===== config.mk =====
export PLATFORM = sky130hd
export DESIGN_NAME = alu_cmd_ctrl
export DESIGN_NICKNAME = d
export VERILOG_FILES = /design/src/rtl/alu_ctrl_pkg.sv /design/src/rtl/alu_exec_watchdog.sv /design/src/rtl/alu_cmd_ctrl.sv
export SDC_FILE = /design/constraint.sdc
export NUM_CORES = 1
export LEC_CHECK = 0
export BUFFER_PORTS_ARGS = -buffer_cell sky130_fd_sc_hd__buf_2
export CAP_MARGIN = 20
export CORE_ASPECT_RATIO = 1.4
export CORE_UTILIZATION = 25
export CTS_CLUSTER_DIAMETER = 150
export DETAILED_ROUTE_END_ITERATION = 8
export GPL_ROUTABILITY_DRIVEN = 0
export PLACE_DENSITY_LB_ADDON = 0.12
export SLEW_MARGIN = 20
export SYNTH_ARGS = -nofsm -noshare
export SYNTH_HDL_FRONTEND = slang
export SYNTH_SLANG_ARGS = --single-unit

===== constraint.sdc =====
create_clock -name CLK -period 2.4 [get_ports CLK]
set_input_delay 0.12 -clock CLK [delete_from_list [all_inputs] [get_ports CLK]]
set_output_delay 0.12 -clock CLK [all_outputs]
set_load 0.02 [all_outputs]

===== src/rtl/alu_ctrl_pkg.sv =====
// alu_ctrl_pkg: shared state encoding, frame opcodes and ALU function-code
// fields for the ALU command controller.
package alu_ctrl_pkg;

  typedef enum logic [2:0] {
    IDLE     = 3'd0,
    WAIT_A   = 3'd1,
    WAIT_B   = 3'd2,
    WAIT_FUN = 3'd3,
    ALU_EXEC = 3'd4,
    TX_LSB   = 3'd5,
    TX_MSB   = 3'd6
  } state_t;

  localparam logic [7:0] CMD_ALU_WOP = 8'hCC;
  localparam logic [7:0] CMD_ALU_NOP = 8'hDD;

  localparam int ALU_FUN_W = 4;

  localparam logic [1:0] UNIT_ARITH = 2'h0;
  localparam logic [1:0] UNIT_LOGIC = 2'h1;
  localparam logic [1:0] UNIT_CMP   = 2'h2;
  localparam logic [1:0] UNIT_SHIFT = 2'h3;

  function automatic logic [1:0] fun_unit(input logic [ALU_FUN_W-1:0] fun);
    return fun[3:2];
  endfunction

endpackage


===== src/rtl/alu_exec_watchdog.sv =====
// alu_exec_watchdog: counts cycles spent waiting on the ALU and flags
// expiry on the TIMEOUT-th cycle; clears whenever the wait ends.
module alu_exec_watchdog #(
  parameter int TIMEOUT = 15
) (
  input  logic clk,
  input  logic rst_n,
  input  logic en,
  output logic expired
);

  localparam int CW = (TIMEOUT < 2) ? 1 : $clog2(TIMEOUT + 1);
  localparam logic [CW-1:0] LIMIT = CW'(TIMEOUT - 1);

  logic [CW-1:0] cnt;

  always_ff @(posedge clk or negedge rst_n) begin
    if (!rst_n) begin
      cnt <= '0;
    end else if (!en) begin
      cnt <= '0;
    end else if (cnt != LIMIT) begin
      cnt <= cnt + CW'(1);
    end
  end

  assign expired = en && (cnt == LIMIT);

endmodule


===== src/rtl/alu_cmd_ctrl.sv =====
// alu_cmd_ctrl: parses 0xCC/0xDD command frames, loads operands, runs the ALU
// and returns the 16-bit result LSB first. ALU_TIMEOUT_EN adds an exec watchdog.
module alu_cmd_ctrl
  import alu_ctrl_pkg::*;
#(
  parameter int DATA_W   = 8,
  parameter int ADDR_W   = 4,
  parameter int OPA_ADDR = 0,
  parameter int OPB_ADDR = 1,
  parameter int TIMEOUT  = 15
) (
  input  logic                 CLK,
  input  logic                 RST,
  input  logic [DATA_W-1:0]    RX_P_DATA,
  input  logic                 RX_D_VLD,
  input  logic [15:0]          ALU_OUT,
  input  logic                 ALU_OUT_VALID,
  input  logic                 FIFO_FULL,
  output logic                 ALU_EN,
  output logic [ALU_FUN_W-1:0] ALU_FUN,
  output logic                 CLK_GATE_EN,
  output logic                 RF_WR_EN,
  output logic [ADDR_W-1:0]    RF_ADDR,
  output logic [DATA_W-1:0]    RF_WR_DATA,
  output logic [DATA_W-1:0]    TX_P_DATA,
  output logic                 TX_D_VLD,
  output logic                 BUSY
);

  state_t                 state, state_nx;
  logic [15:0]            result, result_nx;
  logic                   alu_en_nx, gate_nx, rf_wr_en_nx, tx_vld_nx, busy_nx;
  logic [ALU_FUN_W-1:0]   fun_nx;
  logic [ADDR_W-1:0]      rf_addr_nx;
  logic [DATA_W-1:0]      rf_data_nx, tx_data_nx;
  logic                   timeout_hit;

`ifdef ALU_TIMEOUT_EN
  alu_exec_watchdog #(
    .TIMEOUT (TIMEOUT)
  ) u_watchdog (
    .clk     (CLK),
    .rst_n   (RST),
    .en      (state == ALU_EXEC),
    .expired (timeout_hit)
  );
`else
  assign timeout_hit = 1'b0;
`endif

  always_comb begin
    state_nx    = state;
    result_nx   = result;
    alu_en_nx   = ALU_EN;
    gate_nx     = CLK_GATE_EN;
    fun_nx      = ALU_FUN;
    rf_wr_en_nx = 1'b0;
    rf_addr_nx  = RF_ADDR;
    rf_data_nx  = RF_WR_DATA;
    tx_vld_nx   = 1'b0;
    tx_data_nx  = TX_P_DATA;

    case (state)
      IDLE: begin
        if (RX_D_VLD) begin
          if (RX_P_DATA == DATA_W'(CMD_ALU_WOP))      state_nx = WAIT_A;
          else if (RX_P_DATA == DATA_W'(CMD_ALU_NOP)) state_nx = WAIT_FUN;
        end
      end
      WAIT_A: begin
        if (RX_D_VLD) begin
          rf_wr_en_nx = 1'b1;
          rf_addr_nx  = ADDR_W'(OPA_ADDR);
          rf_data_nx  = RX_P_DATA;
          state_nx    = WAIT_B;
        end
      end
      WAIT_B: begin
        if (RX_D_VLD) begin
          rf_wr_en_nx = 1'b1;
          rf_addr_nx  = ADDR_W'(OPB_ADDR);
          rf_data_nx  = RX_P_DATA;
          state_nx    = WAIT_FUN;
        end
      end
      WAIT_FUN: begin
        if (RX_D_VLD) begin
          fun_nx    = RX_P_DATA[ALU_FUN_W-1:0];
          alu_en_nx = 1'b1;
          gate_nx   = 1'b1;
          state_nx  = ALU_EXEC;
        end
      end
      ALU_EXEC: begin
        // A real result always wins over a watchdog expiry in the same cycle.
        if (ALU_OUT_VALID) begin
          result_nx = ALU_OUT;
          alu_en_nx = 1'b0;
          gate_nx   = 1'b0;
          state_nx  = TX_LSB;
        end else if (timeout_hit) begin
          result_nx = 16'hFFFF;
          alu_en_nx = 1'b0;
          gate_nx   = 1'b0;
          state_nx  = TX_LSB;
        end
      end
      TX_LSB: begin
        if (!FIFO_FULL) begin
          tx_vld_nx  = 1'b1;
          tx_data_nx = DATA_W'(result[7:0]);
          state_nx   = TX_MSB;
        end
      end
      TX_MSB: begin
        if (!FIFO_FULL) begin
          tx_vld_nx  = 1'b1;
          tx_data_nx = DATA_W'(result[15:8]);
          state_nx   = IDLE;
        end
      end
      default: state_nx = IDLE;
    endcase

    busy_nx = (state_nx != IDLE);
  end

  always_ff @(posedge CLK or negedge RST) begin
    if (!RST) begin
      state       <= IDLE;
      result      <= '0;
      ALU_EN      <= 1'b0;
      ALU_FUN     <= '0;
      CLK_GATE_EN <= 1'b0;
      RF_WR_EN    <= 1'b0;
      RF_ADDR     <= '0;
      RF_WR_DATA  <= '0;
      TX_P_DATA   <= '0;
      TX_D_VLD    <= 1'b0;
      BUSY        <= 1'b0;
    end else begin
      state       <= state_nx;
      result      <= result_nx;
      ALU_EN      <= alu_en_nx;
      ALU_FUN     <= fun_nx;
      CLK_GATE_EN <= gate_nx;
      RF_WR_EN    <= rf_wr_en_nx;
      RF_ADDR     <= rf_addr_nx;
      RF_WR_DATA  <= rf_data_nx;
      TX_P_DATA   <= tx_data_nx;
      TX_D_VLD    <= tx_vld_nx;
      BUSY        <= busy_nx;
    end
  end

endmodule


* Yosys cells after proc, flatten, opt, wreduce, memory -nomap -nowiden *
Index checks and enable logic that the tools add are counted.

storage, ports and cells
  bits in registers = 47
  logic and storage cells = 60
  input bits = 29
  output and inout port bits = 29

cells by class
  muxes and demuxes = 23
  reductions and logical operators = 13
  equality and inequality tests = 14

operators by type and width
  kind                                           number
  2-to-1 mux 3 bit                               9
  one-hot mux 3 bit (7 select lines)             1
  == test 8 bit, second input constant           2
  2-to-1 mux 8 bit                               2
  one-hot mux 8 bit (2 select lines)             1
  != test 2 bit, second input constant           6
  == test 3 bit, second input constant           3
  AND reduction 3 bit                            3
  2-to-1 mux 4 bit                               2
  one-hot mux 4 bit (2 select lines)             1
  == test 3 x 2 -> 1 bit, second input constant  2
  2-to-1 mux 1 bit                               6
  AND reduction 2 bit                            3
  nonzero test 2 bit                             3
  OR reduction 2 bit                             2
  == test 3 x 1 -> 1 bit, second input constant  1
  logical NOT 3 bit                              1
  nonzero test 3 bit                             1
  one-hot mux 1 bit (2 select lines)             1

* Depth between registers and ports, before layout *
Gate-level depths: netlist (run 1).

  word-level depth = 6
  mapped depth = 6
  mapped depth without buffers = 3

* Least setup slack after synthesis (run 1) *
Ideal clock, no wire load.

  kind = register to register
  from = register state[1]
  to = register result[10]
  setup time = 0.125 ns
  setup slack = 0.941 ns
  path buffers = 3
  data required time = 2.275 ns
  arrival = 1.334 ns
  cell stages (with the launch flop) = 7
  cell sequence = dfrtp_1 buf_6 nor2_2 and3_4 buf_6 buf_8 mux2_4

on the way
  word-level cells in the longest chain between the ends = 2

RTL lines
  element                        line                 text
  from (decl)                    alu_cmd_ctrl.sv:30   state_t state, state_nx;
  from (signal assigned)         alu_cmd_ctrl.sv:142  state <= state_nx;
  == test 3 bit                  alu_cmd_ctrl.sv:63   case (state)
  AND reduction 2 bit (no line)  --
  to (signal assigned)           alu_cmd_ctrl.sv:143  result <= result_nx;
  to (decl)                      alu_cmd_ctrl.sv:31   logic [15:0] result, result_nx;

No other way between the ends.
A chain may end at the register's enable or synchronous reset.

* Worst setup path in the final report (run 1) *
  from = register state[2]
  to = register RF_WR_DATA[7]

on the way
  word-level cells in the longest chain between the ends = 3
  elaborated cells on any way between the ends = 4
  classes of those cells = eq/ne: 2; reduce/logical: 2

RTL lines
  element                                                                  line                 text
  == test 3 x 2 -> 1 bit / == test 3 x 1 -> 1 bit (equally long branches)  alu_cmd_ctrl.sv:63
  OR reduction 2 bit (no line) *                                           --
  AND reduction 2 bit (no line) *                                          --
  to (signal assigned)                                                     alu_cmd_ctrl.sv:149  RF_WR_DATA <= rf_data_nx;
  to (decl)                                                                alu_cmd_ctrl.sv:24   output logic [DATA_W-1:0] RF_WR_DATA,

Mark *: on every way between the ends. The rest lies on a longest branch, timed or not.

==> results of run 1 <==
-- where the power goes --
group / leakage, µW / internal, µW / total, µW / switching [µW]
Sequential: 0.000534 / 1090 / 1340 / 245
Clock: 0.0000455 / 235 / 461 / 226
Combinational: 0.000632 / 715 / 1350 / 639
-- per-layer routing --
metal / part of all wire / vias up / wire, µm / GRT usage
li1: - / 585 / - / -
met1: 0.43 / 629 / 1860 / 0.132
met2: 0.51 / 49 / 2180 / 0.189
met3: 0.054 / 2 / 231 / 0.0301
met5: 0 / - / 0 / 0
met4: 0.0068 / 0 / 29 / 0.0397
-- through the flow --
stage          setup WS, ns  hold WS [ns]
2_1_floorplan         0.941        -0.176
3_3_place_gp          0.676         0.333
3_5_place_dp          0.589         0.355
4_1_cts               0.570        0.0384
5_1_grt               0.420        0.0386
6_report              0.558        0.0621
-- logic make-up (layout without fill, tap and decap cells) --
kind of cell,count (synthesis),in the layout,share of synthesized area
simple gates,18,18,0.0640
other cells,1,3,0.00183
compound gates,15,15,0.0494
buf+inv,14,67,0.0567
flops,44,44,0.537
mux,44,44,0.287
xor+xnor,1,1,0.00427
-- synth_stat cells, drive strengths merged --
library cell   n  area [µm²]
mux2          44         589
nand3b         1        20.0
nor2b          3        18.8
a21oi          1        5.00
and4b          1        10.0
o211ai         3        22.5
buf           11         105
nor2           2        10.0
and3b          1        8.76
a211oi         1        7.51
dfrtp         44        1100
conb           1        3.75
o2bb2ai        1        8.76
o21ai          5        25.0
nand3          1        5.00
inv            3        11.3
nand2b         1        6.26
o22a           1        8.76
o2111ai        1        8.76
nand2          3        11.3
and2b          1        7.51
nand4          1        6.26
a31oi          1        6.26
nor4bb         1        10.0
xnor2          1        8.76
a211o          1        8.76
and3           1        11.3
and2           1        6.26
-- sequential cells by signal, indices dropped and copies added (netlist names) --
signal,flops
RF_WR_DATA,8
ALU_FUN,4
CLK_GATE_EN,1
TX_D_VLD,1
RF_WR_EN,1
result,16
TX_P_DATA,8
state,3
BUSY,1
RF_ADDR,1
-- worst min path at each step --
stage	slack [ns]	endpoint
finish	0.06	result[10]
global route	0.04	result[10]
CTS	0.04	state[0]
detailed placement	0.36	TX_P_DATA[7]
global placement	0.33	result[7]
floorplan	-0.18	ALU_FUN[0]
-- worst register-to-register path, cell delays in order, from the launching register on --
cell,delay [ns]
dfrtp_1,0.59
and2b_1,0.30
nand2b_1,0.48
mux2_4,0.35
-- cell type report --
cell class                      instances  area, µm²
Clock buffer                            8       90.1
Fill cell                             802       5390
Inverter                                3       11.3
Multi-Input combinational cell         81        842
Sequential cell                        44       1100
Tap cell                              100        125
Timing Repair Buffer                   56        290
==> summary.md, run 1 <==
| Metric | Value |
|---|---|
| Count of non-filler cells in the finished layout | 292 |
| Area of the die | 0.00858 mm² |
| Post-placement cell area | 0.00236 mm² |
| Via count of the first global-routing pass | 1330 |
| Antenna diode count | 0 |
| Largest stage delay, worst path | 0.59 ns |
| Unrepaired setup endpoints after global routing | false |
| Clock input transition at the sequential cells of the worst setup and hold paths | 0.08 ns |
| Destination of the critical timing path | RF_WR_DATA[7] |
| Number of buffers inserted by post-CTS setup repair | 0 |
| Utilization after layout | 0.314 |
| Total length of routed wires | 4.29 mm |
| Maximum fanout encountered on the critical timing path | 12 |
| Synthesized area per cell | 15.0 µm² |
| Top Ports | 58 |
| Pre-antenna DRT Iters | 4 |
| Length in cells of the worst reg-to-reg path | 3 |
| Final Instance Area | 0.00246 mm² |
| Overall track demand over capacity in global routing | 0.111 |
| Worst clock skew | 0.00789 ns |
| Status | completed |
| Post-CTS resize count | 0 |
| CP endpoint kind | flop |
| Core region area | 0.00785 mm² |
| Routed via count divided by cell count | 4.33 |
| Number of antenna violations at the first check in global routing | 0 |
| Category of the critical setup timing path | flop to flop |
| Post-Place Cells | 283 |
| Cell row count | 38 |
| Final Hold Viols | 0 |
| Post-synth cell types | 33 |
| H-tree levels | 2 |
| Remaining Overflow, GRT | 0 |
| Post-route setup TNS | 0 ns |
| Number of cells on the critical path | 3 |
| Commonest non-fill, non-tap cell in the layout | buf_2 |
| Path type of the worst min-delay path | primary input to flop |
| TritonCTS sink count | 44 |
| Latest clock arrival within the worst-skew pair | 0.28 ns |
| Count of cells along the worst hold path | 2 |
| Kind of start point of the critical path | flop |
| Total Power | 3150 µW |
| Warning count from the yosys run | 0 |
| TritonCTS clock tree | yes |
| Die Span Y | 109 µm |
| Launch instance of the worst min-delay path | ALU_OUT[10] |
| Max Clock Freq | 0.543 GHz |
| Post-synthesis instance area | 0.00205 mm² |
| CP bufs+invs | 0 |
| Remaining antenna violation count | 0 |
| Max-slew headroom | 0.580 |
| Area growth from synthesis to layout | 19.9% |
| Final cycle utilization of the critical path | 0.767 |
| Startpoint of the lowest-slack register-to-register path | state[2] |
| Maximum number of pins on one net before global-route repair | 45 |
| Crit path required time | 2.57 ns |
| Worst Setup SP | state[2] |
| Leakage power total | 0.00121 µW |
| Starting density of the core | 0.262 |
| Reg-to-reg slack, setup | 0.56 ns |
| Hold bufs inserted after CTS | 0 |
| Count of buffers from port buffering | 54 |
| Clock period minus final worst setup slack | 1.84 ns |
| Nets | 220 |
| Critical path, cell by cell | and2b_1 -> nand2b_1 -> mux2_4 |
| Critical path's top delay family | simple AND/OR/NAND/NOR gates |
| Post-synthesis cell count | 137 |
| Drt drc | 0 |
| Max IR drop VDD | 0.461 mV |
| End of the worst register-to-register path | RF_WR_DATA[7] |
| CTS Buf Count | 5 |
| Fraction of final layout cells sized beyond drive strength 1 | 0.521 |
| Detail Placement HPWL | 3.00 mm |
| Die width | 78.6 µm |
| Routed len/inst | 14.7 µm |
| Share of synthesized area occupied by flip-flops and latches | 0.537 |
| Clock root buffer | clkbuf_8 |
| Number of synthesized register bits | 44 |
| Slew at the pin closest to its max-slew limit | 0.630 ns |
| Global-route wire length before repair | 7.01 mm |
| Setup Viol. Count Final | 0 |
| Arrival time of the worst setup path | 2.01 ns |
| Final-report max-slew violation count | 0 |
| Total vias in the final route | 1265 |
| Number of DRC markers after the initial detailed-route iteration | 24 |
| Power density over cell area | 1280 mW/mm² |
| Highest-count cells in the layout ignoring fill and taps | buf_2 (53), dfrtp_1 (44), mux2_4 (25), mux2_2 (11), mux2_1 (8) |
| Bufs on Longest Clock Path | 2 |
| Standard cell with the maximum stage delay on the critical path | dfrtp_1 |
| Number of max-cap violations | 0 |
No activity file was read; power rests on OpenSTA's default activity.
==> inputs of run 2 (changes only) <==
==> constraint.sdc (replaced) <==
create_clock -name CLK -period 1.9 [get_ports CLK]
set_input_delay 0.095 -clock CLK [delete_from_list [all_inputs] [get_ports CLK]]
set_output_delay 0.095 -clock CLK [all_outputs]
set_load 0.02 [all_outputs]
==> summary.md, run 2 (synthesized netlist as in run 1, its figures left out) <==
| Metric | Value |
|---|---|
| Routed via count divided by cell count | 4.37 (+0.84%) |
| Routed len/inst | 14.7 µm (about the same) |
| Fin worst setup slack | 0.291 ns (-0.267 ns) |
| Number of DRC markers after the initial detailed-route iteration | 50 (+110%) |
| Path type of the worst min-delay path | primary input to flop |
| Kind of start point of the critical path | flop |
| Status | completed |
| Nets | 223 (+1.4%) |
| Fraction of final layout cells sized beyond drive strength 1 | 0.534 (+0.0128) |
| Highest-count cells in the layout ignoring fill and taps | buf_2 (54), dfrtp_1 (44), mux2_4 (25), mux2_2 (11), mux2_1 (8) |
| Largest registers | result: 16 flops, RF_WR_DATA: 8 flops, TX_P_DATA: 8 flops |
| Clock period minus final worst setup slack | 1.61 ns (-0.233 ns) |
| Power density over cell area | 1650 mW/mm² (+28%) |
| Largest stage delay, worst path | 0.52 ns (-0.07 ns) |
| Total length of routed wires | 4.31 mm (+0.28%) |
| Final cycle utilization of the critical path | 0.847 (+0.0794) |
| Detail Placement HPWL | 3.11 mm (+3.8%) |
| Switching fraction of total power | 0.346 (-0.00613) |
| Via count of the first global-routing pass | 1347 (+1.3%) |
| Critical path, cell by cell | nor2_2 -> and3_4 -> mux2_2 |
| Crit path required time | 2.08 ns (-0.49 ns) |
| Overall track demand over capacity in global routing | 0.112 (+0.00179) |
| Count of buffers from port buffering | 54 (unchanged) |
| NetSw | 1420 µW (+28%) |
| Clock network fraction of total power | 0.166 (+0.020) |
| Unrepaired setup endpoints after global routing | false |
| Antenna diode count | 0 (unchanged) |
| Latest clock arrival within the worst-skew pair | 0.29 ns (about the same) |
| Remaining Overflow, GRT | 0 (unchanged) |
| Final Hold Viols | 0 (unchanged) |
| CTS Buf Count | 5 (unchanged) |
| Drt drc | 0 (unchanged) |
| Combinational cell fraction of total power | 0.427 (-0.002) |
| Post-CTS resize count | 0 (unchanged) |
| Remaining antenna violation count | 0 (unchanged) |
| Clock input transition at the sequential cells of the worst setup and hold paths | 0.08 ns (about the same) |
| TritonCTS clock tree | yes |
| Starting density of the core | 0.262 (unchanged) |
| Maximum number of pins on one net before global-route repair | 28 (-38%) |
| Post-placement cell area | 0.00238 mm² (+0.96%) |
| Pre-CTS setup slack | 0.308 ns (-0.281 ns) |
| Number of buffers inserted by post-CTS setup repair | 0 (unchanged) |
| Max IR drop VDD | 0.669 mV (+45%) |
| Area growth from synthesis to layout | 21.3% |
| Number of max-cap violations | 0 (unchanged) |
| Leakage power total | 0.00123 µW (+1.5%) |
| Max reg flops | 16 (unchanged) |
| H-tree levels | 2 (unchanged) |
| TritonCTS sink count | 44 (unchanged) |
| Die Span Y | 109 µm (unchanged) |
| Maximum fanout encountered on the critical timing path | 17 (+5) |
| Core region area | 0.00785 mm² (unchanged) |
| Pre-antenna DRT Iters | 4 (unchanged) |
| Setup Viol. Count Final | 0 (unchanged) |
| Hold bufs inserted after CTS | 1 (+1) |
| Number of antenna violations at the first check in global routing | 0 (unchanged) |
| Global-route wire length before repair | 7.24 mm (+3.3%) |
| Design internal power | 2680 µW (+31%) |
| CP endpoint kind | flop |
| Cell row count | 38 (unchanged) |
| Bufs on Longest Clock Path | 2 (unchanged) |
| Standard cell with the maximum stage delay on the critical path | dfrtp_1 |
| Worst clock skew | 0.00490 ns (-0.00299 ns) |
| Top Ports | 58 (unchanged) |
| Utilization after layout | 0.317 (+0.00367) |
| Flop pwr share | 0.408 (-0.016) |
| Post-route setup TNS | 0 ns (unchanged) |
| Total Power | 4100 µW (+30%) |
| Clock root buffer | clkbuf_8 |
| Area of the die | 0.00858 mm² (unchanged) |
| Most flops, register | result |
| Total vias in the final route | 1280 (+1.2%) |
| Commonest non-fill, non-tap cell in the layout | buf_2 |
| Category of the critical setup timing path | flop to flop |
| Final-report max-slew violation count | 0 (unchanged) |
| Final Instance Area | 0.00249 mm² (+1.2%) |
| Max Clock Freq | 0.622 GHz (+14%) |
| Die width | 78.6 µm (unchanged) |
| Arrival time of the worst setup path | 1.79 ns (-0.22 ns) |
==> run 2: changes by cell type in the layout (fill, tap and decap cells not counted), sizes merged <==
cell	change
clkbuf	-3
bufinv	+1
buf	+3
==> run 2: worst max-delay path: cells and delay by family (launching register included) <==
kind / cells / cell delay (ns)
AND/OR/NAND/NOR: 2 / 0.58
flip-flops: 1 / 0.52
multiplexers: 1 / 0.37
==> run 2: path summary, 6_finish.rpt <==
path	endpoint	depth (start not counted)	startpoint	slack, ns
max	result[4]	3	state[1]	0.29
min	result[11]	2	ALU_OUT[11]	0.03
max reg2reg	result[4]	3	state[1]	0.29
min reg2reg	TX_P_DATA[3]	1	TX_P_DATA[3]	0.51
max in group asynchronous	RF_WR_DATA[0]	3	RST	0.94
min in group asynchronous	TX_P_DATA[7]	2	RST	0.26
==> run 2: power groups by stage <==
stage,Combinational (µW),Sequential [µW],Clock (µW)
2_1_floorplan,1120,1890,0
3_3_place_gp,1740,1660,0
3_5_place_dp,1770,1680,0
4_1_cts,1770,1670,708
5_1_grt,1890,1740,750
6_report,1750,1670,679
==> run 2: layer usage <==
layer  vias to the layer above  part of all wire  global-route usage
met5                         -                 0                   0
li1                        589                 -                   -
met4                         0             0.015              0.0437
met3                         5             0.059              0.0293
met2                        48              0.47               0.180
met1                       638              0.46               0.144
==> run 2: per-stage QoR <==
| stage | cells | hold WS [ns] |
|---|---|---|
| after floorplan | 139 | -0.201 |
| after detailed placement | 286 | 0.0496 |
| after global routing | 293 | 0.0201 |
| after CTS | 293 | 0.0251 |
| after global placement | 286 | 0.0443 |
| final | 293 | 0.0337 |
==> run 2: final cells by class <==
class                      count  area [µm²]
clock inverter                 1        30.0
fill                         808        5360
clock buffer                   5        68.8
inverter                       3        11.3
multi-input combinational     81         842
sequential                    44        1100
tap                          100         125
timing repair buffer          59         310
==> inputs of run 3 (changes only) <==
==> constraint.sdc (replaced) <==
create_clock -name CLK -period 1.6 [get_ports CLK]
set_input_delay 0.08 -clock CLK [delete_from_list [all_inputs] [get_ports CLK]]
set_output_delay 0.08 -clock CLK [all_outputs]
set_load 0.02 [all_outputs]
==> summary.md, run 3 (synthesized netlist as in run 1, its figures left out) <==
| Metric | Value |
|---|---|
| H-tree levels | 2 (unchanged) |
| Leakage power total | 0.00127 µW (+3.3%) |
| Number of DRC markers after the initial detailed-route iteration | 53 (+6.0%) |
| Number of max-cap violations | 0 (unchanged) |
| Clock input transition at the sequential cells of the worst setup and hold paths | 0.09 ns (about the same) |
| Crit path required time | 1.78 ns (-0.30 ns) |
| Final cycle utilization of the critical path | 0.954 (+0.107) |
| Total vias in the final route | 1310 (+2.3%) |
| Total length of routed wires | 4.27 mm (-0.95%) |
| Max Clock Freq | 0.655 GHz (+5.4%) |
| Final Hold Viols | 0 (unchanged) |
| Drt drc | 0 (unchanged) |
| Largest stage delay, worst path | 0.46 ns (-0.06 ns) |
| Setup Viol. Count Final | 0 (unchanged) |
| Critical path, cell by cell | nor2_2 -> and3_4 -> mux2_2 |
| Overall track demand over capacity in global routing | 0.111 (-0.00106) |
| TritonCTS sink count | 44 (unchanged) |
| Count of buffers from port buffering | 54 (unchanged) |
| Die Span Y | 109 µm (unchanged) |
| Power density over cell area | 1880 mW/mm² (+14%) |
| Largest registers | result: 16 flops, RF_WR_DATA: 8 flops, TX_P_DATA: 8 flops |
| Standard cell with the maximum stage delay on the critical path | dfrtp_1 |
| Area of the die | 0.00858 mm² (unchanged) |
| Kind of start point of the critical path | flop |
| Fraction of final layout cells sized beyond drive strength 1 | 0.539 (+0.00554) |
| Arrival time of the worst setup path | 1.71 ns (-0.08 ns) |
| TritonCTS clock tree | yes |
| Latest clock arrival within the worst-skew pair | 0.30 ns (about the same) |
| Pre-antenna DRT Iters | 4 (unchanged) |
| Antenna diode count | 0 (unchanged) |
| Detail Placement HPWL | 3.11 mm (about the same) |
| Area growth from synthesis to layout | 25.1% |
| Commonest non-fill, non-tap cell in the layout | buf_2 |
| Worst clock skew | 0.00965 ns (+0.00475 ns) |
| Maximum number of pins on one net before global-route repair | 18 (-36%) |
| CP endpoint kind | flop |
| Post-route setup TNS | 0 ns (unchanged) |
| Via count of the first global-routing pass | 1395 (+3.6%) |
| Most flops, register | result |
| Utilization after layout | 0.327 (+0.00989) |
| Max reg flops | 16 (unchanged) |
| Routed len/inst | 14.0 µm (-4.5%) |
| Max IR drop VDD | 0.747 mV (+12%) |
| Global-route wire length before repair | 7.11 mm (-1.7%) |
| Status | completed |
| Number of antenna violations at the first check in global routing | 0 (unchanged) |
| Category of the critical setup timing path | flop to flop |
| Unrepaired setup endpoints after global routing | false |
| Routed via count divided by cell count | 4.31 (-1.4%) |
| Final-report max-slew violation count | 0 (unchanged) |
| Starting density of the core | 0.262 (unchanged) |
| Highest-count cells in the layout ignoring fill and taps | buf_2 (54), dfrtp_1 (43), mux2_4 (25), mux2_2 (11), buf_4 (9) |
| Clock period minus final worst setup slack | 1.53 ns (-0.0826 ns) |
| Clock root buffer | clkbuf_8 |
| Cell row count | 38 (unchanged) |
| Remaining Overflow, GRT | 0 (unchanged) |
| Path type of the worst min-delay path | primary input to flop |
| Die width | 78.6 µm (unchanged) |
| Remaining antenna violation count | 0 (unchanged) |
| Top Ports | 58 (unchanged) |
| Number of buffers inserted by post-CTS setup repair | 0 (unchanged) |
| Core region area | 0.00785 mm² (unchanged) |
| Bufs on Longest Clock Path | 2 (unchanged) |
| Nets | 233 (+4.5%) |
| CTS Buf Count | 5 (unchanged) |
| Maximum fanout encountered on the critical timing path | 17 (unchanged) |
-- run 3: cell count changes in the layout (fill, tap and decap cells not counted), sizes merged --
cell	delta
clkinv	+1
dlygate4sd3	+4
clkbuf	+1
buf	+6
bufinv	-1
-- run 3: through the flow --
step,cells,total power (µW),hold WS (ns),cell area [µm²],setup slack (ns)
after floorplan,139,3580,-0.216,2060,0.141
after global placement,292,4160,-0.00785,2440,0.112
after detailed placement,292,4200,-0.00496,2440,0.0697
after CTS,300,4900,0.00332,2520,0.0425
after global routing,304,5170,0.00183,2570,0.0274
final,304,4830,0.0204,2570,0.0738
-- run 3: critical path: cells and delay by family (launching register included) --
kind | cells | cell delay (ns)
and+or+nand+nor | 2 | 0.57
muxes | 1 | 0.38
DFF | 1 | 0.46
-- run 3: routing by layer --
metal	global-route usage	vias up	share of wire
met5	0	-	0
met4	0.0569	0	0.024
met3	0.0293	9	0.056
met2	0.170	53	0.47
met1	0.144	641	0.45
li1	-	607	-
-- run 3: layout make-up --
type,count,area (µm²)
Fill cell,799,5280
Sequential cell,44,1100
Multi-Input combinational cell,81,842
Timing Repair Buffer,69,408
Tap cell,100,125
Clock buffer,6,72.6
Inverter,3,11.3
Clock inverter,1,5.00
-- run 3: final timing paths --
| check | startpoint | endpoint | slack (ns) | cells after the start |
|---|---|---|---|---|
| max | state[0] | result[2] | 0.07 | 3 |
| min in group asynchronous | RST | result[4] | 0.21 | 2 |
| min | ALU_OUT[0] | result[0] | 0.02 | 2 |
| min reg2reg | result[9] | result[9] | 0.51 | 1 |
| max in group asynchronous | RST | TX_P_DATA[2] | 0.84 | 3 |
| max reg2reg | state[0] | result[2] | 0.07 | 3 |
-- run 3: repair_timing --
item                                    CTS  global route
hold buffers                              1             4
endpoints found under the setup margin    0             8
endpoints found under the hold margin    12             4
resized for setup                         0             1
-- run 3: power by group --
| group | total (µW) | internal, µW | switching [µW] |
|---|---|---|---|
| clock network | 666 | 298 | 368 |
| logic | 2200 | 1190 | 1010 |
| registers | 1960 | 1640 | 322 |
| total | 4830 | 3130 | 1700 |
